$ cat src/rtl/frame_color_classifier_if.sv
// frame_color_classifier_if: frame buffer scan stream in, 2-bit colour verdict out.
interface frame_color_classifier_if;
   logic [7:0] PIXEL_IN;
   logic [9:0] VGA_PIXEL_X;
   logic [9:0] VGA_PIXEL_Y;
   logic       VGA_VSYNC_NEG;
   logic [1:0] RESULT;
   logic       RESULT_VALID;
   modport master (output PIXEL_IN, VGA_PIXEL_X, VGA_PIXEL_Y, VGA_VSYNC_NEG, input RESULT, RESULT_VALID);
   modport slave (input PIXEL_IN, VGA_PIXEL_X, VGA_PIXEL_Y, VGA_VSYNC_NEG, output RESULT, RESULT_VALID);
endinterface

$ cat src/rtl/frame_color_classifier.sv
// frame_color_classifier: counts red/blue RGB332 pixels in the image window and classifies each frame at vsync.
// Define FRAME_CLASSIFIER_HYSTERESIS_EN to require STABLE_FRAMES agreeing frames before RESULT changes.
module frame_color_classifier #(
   parameter int SCREEN_WIDTH  = 176,
   parameter int SCREEN_HEIGHT = 144,
   parameter int COLOR_THRESH  = 2000,
   parameter int STABLE_FRAMES = 2
) (
   input logic CLK,
   input logic RESET_N,
   frame_color_classifier_if.slave bus
);
   localparam logic [9:0]  WIN_W   = 10'(SCREEN_WIDTH);
   localparam logic [9:0]  WIN_H   = 10'(SCREEN_HEIGHT);
   localparam logic [14:0] THRESH  = 15'(COLOR_THRESH);
   localparam logic [14:0] CNT_MAX = '1;
   if (STABLE_FRAMES < 1 || STABLE_FRAMES > 7) begin : g_stable_range
      $error("STABLE_FRAMES must be in 1..7");
   end
   logic        in_win_q, in_win_d;
   logic        sync_q, sync_d;
   logic [14:0] red_cnt_q, red_cnt_d, blue_cnt_q, blue_cnt_d;
   logic [1:0]  result_q, result_d, decision;
   logic        valid_q, valid_d;
   logic        is_red, is_blue, frame_end;
   logic [2:0]  r, g;
   logic [1:0]  b;
   assign {r, g, b} = bus.PIXEL_IN;
   // sync_q holds "sync active"; resetting it to 1 means a sync already low at reset release is not an edge
   always_comb begin
      in_win_d   = (bus.VGA_PIXEL_X < WIN_W) && (bus.VGA_PIXEL_Y < WIN_H);
      sync_d     = ~bus.VGA_VSYNC_NEG;
      frame_end  = sync_d & ~sync_q;
      is_red     = in_win_q && r >= 3'd5 && g <= 3'd2 && b <= 2'd1;
      is_blue    = in_win_q && b == 2'd3 && r <= 3'd2 && g <= 3'd3;
      red_cnt_d  = frame_end ? {14'd0, is_red} : red_cnt_q + {14'd0, is_red && red_cnt_q != CNT_MAX};
      blue_cnt_d = frame_end ? {14'd0, is_blue} : blue_cnt_q + {14'd0, is_blue && blue_cnt_q != CNT_MAX};
      decision   = (red_cnt_q >= THRESH && red_cnt_q > blue_cnt_q) ? 2'b01 :
                   (blue_cnt_q >= THRESH && blue_cnt_q > red_cnt_q) ? 2'b10 : 2'b00;
      valid_d    = frame_end;
   end
`ifdef FRAME_CLASSIFIER_HYSTERESIS_EN
   localparam logic [2:0] STABLE_N = 3'(STABLE_FRAMES);
   logic [1:0] cand_q, cand_d;
   logic [2:0] stab_cnt_q, stab_cnt_d;
   always_comb begin
      cand_d     = frame_end ? decision : cand_q;
      stab_cnt_d = !frame_end ? stab_cnt_q :
                   decision != cand_q ? 3'd1 : stab_cnt_q + {2'd0, stab_cnt_q != 3'd7};
      result_d   = (frame_end && stab_cnt_d >= STABLE_N) ? cand_d : result_q;
   end
   always_ff @(posedge CLK or negedge RESET_N)
      if (!RESET_N) begin
         cand_q     <= 2'b00;
         stab_cnt_q <= 3'd0;
      end else begin
         cand_q     <= cand_d;
         stab_cnt_q <= stab_cnt_d;
      end
`else
   assign result_d = frame_end ? decision : result_q;
`endif
   always_ff @(posedge CLK or negedge RESET_N)
      if (!RESET_N) begin
         in_win_q   <= 1'b0;
         sync_q     <= 1'b1;
         red_cnt_q  <= '0;
         blue_cnt_q <= '0;
         result_q   <= 2'b00;
         valid_q    <= 1'b0;
      end else begin
         in_win_q   <= in_win_d;
         sync_q     <= sync_d;
         red_cnt_q  <= red_cnt_d;
         blue_cnt_q <= blue_cnt_d;
         result_q   <= result_d;
         valid_q    <= valid_d;
      end
   assign bus.RESULT       = result_q;
   assign bus.RESULT_VALID = valid_q;
endmodule

$ cat src/flat_wrapper.sv
// flat-port wrapper written by rule: the top's interface ports become plain ports
module frame_color_classifier_flat 
#(
   parameter int SCREEN_WIDTH  = 176,
   parameter int SCREEN_HEIGHT = 144,
   parameter int COLOR_THRESH  = 2000,
   parameter int STABLE_FRAMES = 2
)
  (CLK, RESET_N, bus_PIXEL_IN, bus_VGA_PIXEL_X, bus_VGA_PIXEL_Y, bus_VGA_VSYNC_NEG, bus_RESULT, bus_RESULT_VALID);
  frame_color_classifier_if bus_i ();
  input logic CLK;
  input logic RESET_N;
  input wire logic [$bits(bus_i.PIXEL_IN)-1:0] bus_PIXEL_IN;
  input wire logic [$bits(bus_i.VGA_PIXEL_X)-1:0] bus_VGA_PIXEL_X;
  input wire logic [$bits(bus_i.VGA_PIXEL_Y)-1:0] bus_VGA_PIXEL_Y;
  input wire logic [$bits(bus_i.VGA_VSYNC_NEG)-1:0] bus_VGA_VSYNC_NEG;
  output wire logic [$bits(bus_i.RESULT)-1:0] bus_RESULT;
  output wire logic [$bits(bus_i.RESULT_VALID)-1:0] bus_RESULT_VALID;
  assign bus_i.PIXEL_IN = bus_PIXEL_IN;
  assign bus_i.VGA_PIXEL_X = bus_VGA_PIXEL_X;
  assign bus_i.VGA_PIXEL_Y = bus_VGA_PIXEL_Y;
  assign bus_i.VGA_VSYNC_NEG = bus_VGA_VSYNC_NEG;
  assign bus_RESULT = bus_i.RESULT;
  assign bus_RESULT_VALID = bus_i.RESULT_VALID;
  frame_color_classifier #(.SCREEN_WIDTH(SCREEN_WIDTH), .SCREEN_HEIGHT(SCREEN_HEIGHT), .COLOR_THRESH(COLOR_THRESH), .STABLE_FRAMES(STABLE_FRAMES)) u_core (.CLK(CLK), .RESET_N(RESET_N), .bus(bus_i));
endmodule
$ cat config.mk
export PLATFORM = sky130hd
export DESIGN_NAME = frame_color_classifier_flat
export DESIGN_NICKNAME = d
export VERILOG_FILES = /design/src/rtl/frame_color_classifier_if.sv /design/src/rtl/frame_color_classifier.sv /design/src/flat_wrapper.sv
export SDC_FILE = /design/constraint.sdc
export NUM_CORES = 1
export LEC_CHECK = 0
export CORE_UTILIZATION = 45
export CTS_BUF_LIST = sky130_fd_sc_hd__clkbuf_8
export CTS_CLUSTER_SIZE = 12
export DETAILED_ROUTE_END_ITERATION = 10
export PLACE_DENSITY = 0.72
export SLEW_MARGIN = 25
export SYNTH_ARGS = -nofsm -noshare
export SYNTH_HDL_FRONTEND = slang
export SYNTH_SLANG_ARGS = --single-unit
$ cat constraint.sdc
create_clock -name CLK -period 2.1 [get_ports CLK]
set_input_delay 0.42 -clock CLK [delete_from_list [all_inputs] [get_ports CLK]]
set_output_delay 0.42 -clock CLK [all_outputs]
set_load 0.03 [all_outputs]
==> flow_metrics.tcl, run 1 <==
set metrics [dict create \
    cellPowerDensity_nw_per_um2 407 \
    wl_microns 5150 \
    rsz0062_at_grt "yes" \
    avgRoutedWirePerCell_microns 14.4 \
    antenna_cells 0 \
    avgSynthCellArea_sq_um 9.19 \
    layout_commonest_cell "buf_4" \
    syn2layout_area_growth_pct 41.0 \
    hold_ws_ns 0.187 \
    setup_viol 1 \
    cp.arrival_ns 2.34 \
    finalCritPeriodShare_pct 101 \
    cts_buffer_depth 2 \
    drc_errors 0 \
    dp_hpwl_microns 3800 \
    syn_inst 231 \
    place_inst 341 \
    synthTopCellsByArea "dfrtp_1, ha_1, xnor2_1" \
    fin_crit_ns 2.12 \
    crit_type "register to register" \
    nNetsFinal 356 \
    dieHeight_microns 70.7 \
    grt_use_total_pct 22.6 \
    path_clk_slew_ns 0.07 \
    final_cell_mix "buf_4, dfrtp_1, nor2_1" \
    fmax_mhz 471 \
    final_util_pct 67.4 \
    antenna_left 0 \
    die_w_microns 70.7 \
    overflow 0 \
    r2r-start "u_core.in_win_q" \
    synth-edff-count 0 \
    synthFlopType "dfrtp_1" \
    drtIter0Drc 105 \
    synth_nets 282 \
    p_leak_nw 1.38 \
    fp-row-count 24 \
    synth_top_area_share_pct 40.1 \
    status "complete, but fails checks" \
    pre_cts_ws_ns -0.627 \
    yosysUniqueCellTypes 38 \
    final_layout_size_suffix_gt1_share_pct 26.1 \
    portBuffers 25 \
    max_cap_viol_count 0 \
    cts_buffers 5 \
    grt_start_max_net_pins 36 \
    violations "negative setup slack" \
    ios 34 \
    cts_hold_buf 0 \
    crit_path_start_kind "register" \
    critPathMaxFanout 2 \
    cts.sinks 35 \
    antenna_found_initial 0 \
    syn_area_sq_um 2120 \
    num_vias 1963 \
    hold_viol_final 0 \
    ys_ff_latch 35 \
    grt_pass1_wl_microns 8780 \
    cts-root-buf "clkbuf_8" \
    r2r-end "u_core.blue_cnt_q[14]" \
    worstMarginPinSlew_ns 0.736 \
    via_per_inst 5.48 \
    rr_worst_depth 9 \
    cp-end-kind "register" \
    dieArea_sq_um 5000 \
    cts_max_level 2 \
    start_util_pct 47.8 \
    dr.pass1.iters 4 \
    crit_required_ns 2.32 \
    ff2ff_setup_slack_ns -0.02 \
    grt_pass1_vias 1897 \
    gp_congestion 0.860 \
    seq_area_frac_synth_pct 41.3 \
    ys_warn_count 0 \
    synth-async-reset-ratio_pct 100 \
    fin_cells 358 \
    vdd_ir_drop_max_mv 0.411 \
    yosys.area.top_type "dfrtp_1" \
    drv_slew 0 \
    core_area_sq_um 4440 \
    clock_skew_ns 0.00492 \
    hold_path.class "input port to async pin" \
    max_slew_margin_pct 50.9 \
    setup_ws_ns -0.0235 \
    cts_tree "built" \
    clk_latency_ns 0.29 \
]
[cell usage after synthesis (all sizes together), types with 2 or more instances]
master	instances
and2	3
nor2	26
nand3	13
a21oi	17
or4	2
nand2	14
dfrtp	34
inv	18
nor3	5
nand4	13
nor4	9
xor2	8
xnor2	14
o21ai	8
or3	3
clkbuf	4
ha	20
and4	3
[worst max-delay path, cell delays in order (launching register included)]
cell and delay [ns]:
dfrtp_1 0.34, nor2b_4 0.14, nand4_1 0.13, a21oi_2 0.14, ha_2 0.21, ha_4 0.14
inv_2 0.04, or4_4 0.42, or3_4 0.36, a21oi_4 0.13
[per-layer routing]
| layer | GRT usage (%) | vias up | wire length (microns) |
|---|---|---|---|
| li1 | - | 976 | - |
| met1 | 30.2 | 929 | 2420 |
| met3 | 4.13 | 7 | 186 |
| met4 | 8.00 | 0 | 80 |
| met5 | 0 | - | 0 |
| met2 | 36.9 | 51 | 2450 |
[worst max-delay path by stage]
stage                                    start                    end  slack (ns)  depth (start not counted)
after floorplan           u_core.blue_cnt_q[5]  u_core.blue_cnt_q[14]       -0.06                          9
after global placement         bus_PIXEL_IN[4]  u_core.blue_cnt_q[14]       -0.55                         10
after detailed placement       bus_PIXEL_IN[4]  u_core.blue_cnt_q[14]       -0.63                         10
after CTS                      u_core.in_win_q  u_core.blue_cnt_q[14]       -0.06                          9
after global routing           u_core.in_win_q  u_core.blue_cnt_q[14]       -0.12                          9
final                          u_core.in_win_q  u_core.blue_cnt_q[14]       -0.02                          9
[area by class of cell]
cell class                 count  area, sq um
clock buffer                   5         68.8
clock inverter                 3         12.5
fill                         357         1450
inverter                      18         67.6
multi-input combinational    173         1300
sequential                    35          877
tap                           52         65.1
timing repair buffer          72          603
[sequential cells by signal, indices dropped and copies added (netlist names)]
signal,cells
u_core.in_win_q,1
u_core.blue_cnt_q,15
u_core.red_cnt_q,15
u_core.bus.RESULT,2
u_core.sync_q,1
u_core.bus.RESULT_VALID,1
[stage by stage]
step | setup TNS (ns) | power (W) | instance area (sq um)
6_report | -0.0235 | 0.00122 | 2990
5_1_grt | -0.599 | 0.00127 | 2990
4_1_cts | -0.0551 | 0.00123 | 2870
3_5_place_dp | -6.18 | 0.000774 | 2730
3_3_place_gp | -5.56 | 0.000773 | 2730
2_1_floorplan | -0.0577 | 0.000711 | 2160
[repair_timing]
item / in CTS / in global routing
pin swaps: 7 / 19
setup endpoints to repair: 6 / 18
buffers inserted: 5 / 5
gates resized for setup: 14 / 19
[power breakdown]
part | switching [W] | internal, W
Sequential | 0.000000683 | 0.000677
Clock | 0.000238 | 0.000223
Combinational | 0.0000388 | 0.0000421
Total | 0.000277 | 0.000942
[logic make-up (layout without fill, tap and decap cells)]
logic type               Yosys count  count (layout)  synth area share (%)
AND/OR/NAND/NOR                   96              96                  23.7
AO/OA/AOI/OAI                     35              35                  10.0
flip-flops                        35              35                  41.3
buffers and inverters             23              98                  4.12
XOR/XNOR                          22              22                  9.08
adder cells (fa/ha/maj)           20              20                  11.8
(Power assumes the default switching activity.)
==> run 2: changes to the inputs <==
--- a/config.mk
+++ b/config.mk
@@ -5,11 +5,11 @@
 export SDC_FILE = /design/constraint.sdc
 export NUM_CORES = 1
 export LEC_CHECK = 0
-export CORE_UTILIZATION = 45
+export CORE_UTILIZATION = 50
 export CTS_BUF_LIST = sky130_fd_sc_hd__clkbuf_8
 export CTS_CLUSTER_SIZE = 12
 export DETAILED_ROUTE_END_ITERATION = 10
-export PLACE_DENSITY = 0.72
+export PLACE_DENSITY = 0.78
 export SLEW_MARGIN = 25
 export SYNTH_ARGS = -nofsm -noshare
 export SYNTH_HDL_FRONTEND = slang
==> run 2 against run 1 <==
  * The run still ends with negative setup slack left
  * Critical path depth up 2
  * Highest routed layer unchanged
  * Sequential share of layout area grew 0.30 points
  * Via count increased by 0.97%
  * Critical path type unchanged
  * Total power rose by 13%
  * Worst setup slack got worse by 0.028 ns
==> flow_metrics.tcl, run 2 (synthesis results as in run 1) <==
set metrics [dict create \
    antenna_cells 0 \
    grt_start_max_net_pins 36 \
    rr_worst_depth 11 \
    fin_tns_setup_ns -0.0943 \
    core_area_sq_um 4030 \
    rsz0062_at_grt "yes" \
    crit_path_start_kind "register" \
    clock_skew_ns 0.00655 \
    dieHeight_microns 67.2 \
    hold_ws_ns 0.522 \
    dr.pass1.iters 4 \
    total_power_w 0.00138 \
    die_w_microns 67.2 \
    cts-root-buf "clkbuf_8" \
    cts.sinks 35 \
    hold_viol_final 0 \
    antenna_left 0 \
    grt_use_total_pct 25.9 \
    hold_path.class "register to register" \
    fmax_mhz 465 \
    cp-end-kind "register" \
    cts_buffer_depth 2 \
    grt_pass1_wl_microns 8600 \
    cts_buffers 5 \
    num_vias 1982 \
    p_leak_nw 1.37 \
    hold_depth 1 \
    worstMarginPinSlew_ns 0.434 \
    overflow 0 \
    final_layout_size_suffix_gt1_share_pct 24.8 \
    vdd_ir_drop_max_mv 0.289 \
    final_util_pct 73.6 \
    setup_ws_ns -0.0516 \
    max_slew_margin_pct 71.1 \
    drtIter0Drc 131 \
    syn2layout_area_growth_pct 39.6 \
    final_cell_mix "buf_4, dfrtp_1, nor2_1" \
    cts_hold_buf 0 \
    portBuffers 25 \
    layout_commonest_cell "buf_4" \
    start_util_pct 52.7 \
    cts_tree "built" \
    crit_required_ns 2.33 \
    fp-row-count 23 \
    gp_congestion 0.874 \
    critPathMaxFanout 2 \
    clk_latency_ns 0.30 \
    dieArea_sq_um 4510 \
    nNetsFinal 356 \
    ios 34 \
    dp_hpwl_microns 3890 \
    cellPowerDensity_nw_per_um2 464 \
    finalCritPeriodShare_pct 102 \
    dpl_cell_area_sq_um 2760 \
    drc_errors 0 \
    avgRoutedWirePerCell_microns 14.9 \
    antenna_found_initial 0 \
    crit_type "register to register" \
    cts_max_level 2 \
    path_clk_slew_ns 0.08 \
    stdcell_area_sq_um 2960 \
    drv_slew 0 \
    status "complete, but fails checks" \
    wl_microns 5300 \
    max_cap_viol_count 0 \
    cp.arrival_ns 2.38 \
    via_per_inst 5.57 \
    grt_pass1_vias 1924 \
    violations "negative setup slack" \
    fin_crit_ns 2.15 \
    setup_viol 2 \
]
[run 2: final cells by class]
class,instances,area [sq um]
fillers,300,1060
clock buffers,5,68.8
clock inverters,3,43.8
inverters,18,67.6
multi-input cells,173,1240
well taps,50,62.6
repair buffers,72,603
flip-flops and latches,35,877
[run 2: what timing repair did]
action | CTS | global route
pin swaps | 10 | 10
setup endpoints to repair | 10 | 9
gates cloned | 0 | 0
gates resized for setup | 11 | 13
buffers inserted | 3 | 3
[run 2: worst paths after layout]
kind                                       from                    end  slack [ns]
setup / recovery                u_core.in_win_q  u_core.blue_cnt_q[10]       -0.05
hold / removal             u_core.bus.RESULT[1]   u_core.bus.RESULT[1]        0.52
setup reg to reg                u_core.in_win_q  u_core.blue_cnt_q[10]       -0.05
hold reg to reg            u_core.bus.RESULT[1]   u_core.bus.RESULT[1]        0.52
max in group asynchronous               RESET_N          u_core.sync_q        1.23
min in group asynchronous               RESET_N   u_core.red_cnt_q[10]        0.53
[run 2: per-layer routing]
| layer | global-route usage [%] | routed length, microns | vias to the layer above | share of wire, % |
|---|---|---|---|---|
| met5 | 0 | 0 | - | 0 |
| met4 | 9.84 | 74 | 0 | 1.4 |
| met3 | 4.05 | 241 | 7 | 4.5 |
| met2 | 43.8 | 2620 | 50 | 49 |
| met1 | 33.1 | 2370 | 951 | 45 |
| li1 | - | - | 974 | - |
[run 2: report_power, final]
part | switching [W] | internal [W]
logic | 0.0000388 | 0.0000436
registers | 0.000000703 | 0.000677
clock network | 0.000263 | 0.000353
[run 2: worst max-delay path: stages (launching register included)]
cell and delay, ns:
dfrtp_1 0.33, nor2b_4 0.14, nand4_1 0.13, a21oi_1 0.19, ha_2 0.23, ha_4 0.14, inv_2 0.03, or4_4 0.43
buf_6 0.14, buf_6 0.11, xnor2_2 0.11, nor2_1 0.11
[run 2: metrics by stage]
step	instances	worst slack (ns)
finish	356	-0.0516
CTS	353	-0.0259
floorplan	231	-0.0577
global placement	342	-0.552
detailed placement	342	-0.628
global route	356	-0.165
==> run 3: changes to the inputs <==
--- a/config.mk
+++ b/config.mk
@@ -14,3 +14,4 @@
 export SYNTH_ARGS = -nofsm -noshare
 export SYNTH_HDL_FRONTEND = slang
 export SYNTH_SLANG_ARGS = --single-unit
+export TNS_END_PERCENT = 10
==> run 3 against run 2 <==
  * Core utilization is 0.47 points lower
  * Worst setup slack better by 0.027 ns
  * First-iteration DRC count is 23% lower
  * Critical path type unchanged
  * Non-clock buffer count is 2 lower
  * Sequential power hardly changed
  * Wire length is 0.34% lower
  * Clock-buffer cell count stayed put
  * Sequential cell count stayed put
  * The run still ends with negative setup slack left
  * Register-to-register slack better by 0.03 ns
  * Via count is 0.86% higher
  * Highest routed layer unchanged
  * Die area stayed put
==> flow_metrics.tcl, run 3 (synthesis results as in run 1) <==
set metrics [dict create \
    antenna_cells 0 \
    grt_pass1_vias 1924 \
    cts_buffer_depth 2 \
    switching_share_pct 21.8 \
    rsz0062_at_grt "yes" \
    power_frac_seq_pct 49.3 \
    p_switching_w 0.000300 \
    antenna_found_initial 0 \
    drtIter0Drc 101 \
    p_comb_share_pct 5.9 \
    clk_latency_ns 0.29 \
    final_layout_size_suffix_gt1_share_pct 24.0 \
    syn2layout_area_growth_pct 38.7 \
    drv_slew 0 \
    nNetsFinal 354 \
    intPower_w 0.00107 \
    max_cap_viol_count 0 \
    total_power_w 0.00137 \
    finalCritPeriodShare_pct 101 \
    max_slew_margin_pct 71.1 \
    cp-end-kind "register" \
    dp_hpwl_microns 3890 \
    final_cell_mix "buf_4, dfrtp_1, nor2_1" \
    core_area_sq_um 4030 \
    wl_microns 5290 \
    cts_max_level 2 \
    p_leak_nw 1.36 \
    hold_path.class "register to register" \
    grt_use_total_pct 25.9 \
    fmax_mhz 471 \
    fin_crit_ns 2.12 \
    layout_commonest_cell "buf_4" \
    overflow 0 \
    hold_ws_ns 0.525 \
    cts_buffers 5 \
    avgRoutedWirePerCell_microns 14.9 \
    cellPowerDensity_nw_per_um2 466 \
    status "complete, but fails checks" \
    ios 34 \
    grt_pass1_wl_microns 8600 \
    cts_tree "built" \
    antenna_left 0 \
    n_fill_cell 303 \
    cp.arrival_ns 2.35 \
    grt_start_max_net_pins 36 \
    cts.sinks 35 \
    worstMarginPinSlew_ns 0.433 \
    clockPowerShare_pct 44.7 \
    start_util_pct 52.7 \
    vdd_ir_drop_max_mv 0.279 \
    crit_path_start_kind "register" \
    dieArea_sq_um 4510 \
    fp-row-count 23 \
    final_util_pct 73.1 \
    crit_required_ns 2.33 \
    hold_viol_final 0 \
    clock_skew_ns 0.00583 \
    dr.pass1.iters 4 \
    crit_type "register to register" \
    setup_viol 2 \
    cts-root-buf "clkbuf_8" \
    num_vias 1999 \
    gp_congestion 0.874 \
    die_w_microns 67.2 \
    path_clk_slew_ns 0.07 \
    drc_errors 0 \
    via_per_inst 5.65 \
    critPathMaxFanout 2 \
    setup_ws_ns -0.0245 \
    portBuffers 25 \
    dieHeight_microns 67.2 \
    violations "negative setup slack" \
]
-- run 3: changes by cell type in the layout (fill, tap and decap cells not counted), sizes merged --
cell / delta
buf: -2
-- run 3: cell type report --
class                      instances  area, sq um  area share [%]
clock buffer                       5         68.8            2.34
timing repair buffer              70          588            20.0
multi-input combinational        173         1240            42.0
sequential                        35          877            29.8
clock inverter                     3         43.8            1.49
tap                               50         62.6            2.12
inverter                          18         67.6            2.29
-- run 3: metal layers --
layer | wire length (microns) | part of all wire [%] | vias up | GRT usage [%]
met5 | 0 | 0 | - | 0
met4 | 70 | 1.3 | 0 | 9.84
met3 | 272 | 5.1 | 7 | 4.05
met2 | 2580 | 49 | 67 | 43.8
met1 | 2360 | 45 | 954 | 33.1
li1 | - | - | 971 | -
-- run 3: power by group through the flow --
| stage | combinational, W | sequential (W) | clock [W] |
|---|---|---|---|
| 2_1_floorplan | 0.0000179 | 0.000693 | 0 |
| 3_3_place_gp | 0.0000835 | 0.000691 | 0 |
| 3_5_place_dp | 0.0000855 | 0.000691 | 0 |
| 4_1_cts | 0.0000825 | 0.000677 | 0.000619 |
| 5_1_grt | 0.0000914 | 0.000677 | 0.000653 |
| 6_report | 0.0000816 | 0.000677 | 0.000614 |
-- run 3: path summary, 6_finish.rpt --
check / from / cells past startpoint / end / slack, ns
setup / recovery: u_core.in_win_q / 11 / u_core.blue_cnt_q[10] / -0.02
hold / removal: u_core.bus.RESULT[1] / 1 / u_core.bus.RESULT[1] / 0.52
setup reg to reg: u_core.in_win_q / 11 / u_core.blue_cnt_q[10] / -0.02
hold reg to reg: u_core.bus.RESULT[1] / 1 / u_core.bus.RESULT[1] / 0.52
max in group asynchronous: RESET_N / 2 / u_core.sync_q / 1.23
min in group asynchronous: RESET_N / 2 / u_core.red_cnt_q[7] / 0.53
-- run 3: what timing repair did --
item / in CTS / in global routing
setup buffers: 3 / 1
resized for setup: 11 / 12
hold buffers: 0 / 0
pin swaps: 10 / 11
setup endpoints to repair: 10 / 9
-- run 3: critical path, stage by stage, from the launching register on --
cell,delay [ns]
dfrtp_1,0.35
nor2b_4,0.15
nand4_1,0.13
a21oi_1,0.16
ha_2,0.22
ha_4,0.14
inv_2,0.03
or4_4,0.42
buf_6,0.14
buf_6,0.11
xnor2_2,0.11
nor2_1,0.10
-- run 3: through the flow --
| step | setup TNS, ns | cells | cell area, sq um | worst slack (ns) |
|---|---|---|---|---|
| after floorplan | -0.0577 | 231 | 2160 | -0.0577 |
| after detailed placement | -7.29 | 342 | 2760 | -0.628 |
| after CTS | -0.0259 | 353 | 2890 | -0.0259 |
| after global routing | -0.219 | 354 | 2950 | -0.0792 |
| after global placement | -5.52 | 342 | 2760 | -0.552 |
| final | -0.0413 | 354 | 2950 | -0.0245 |
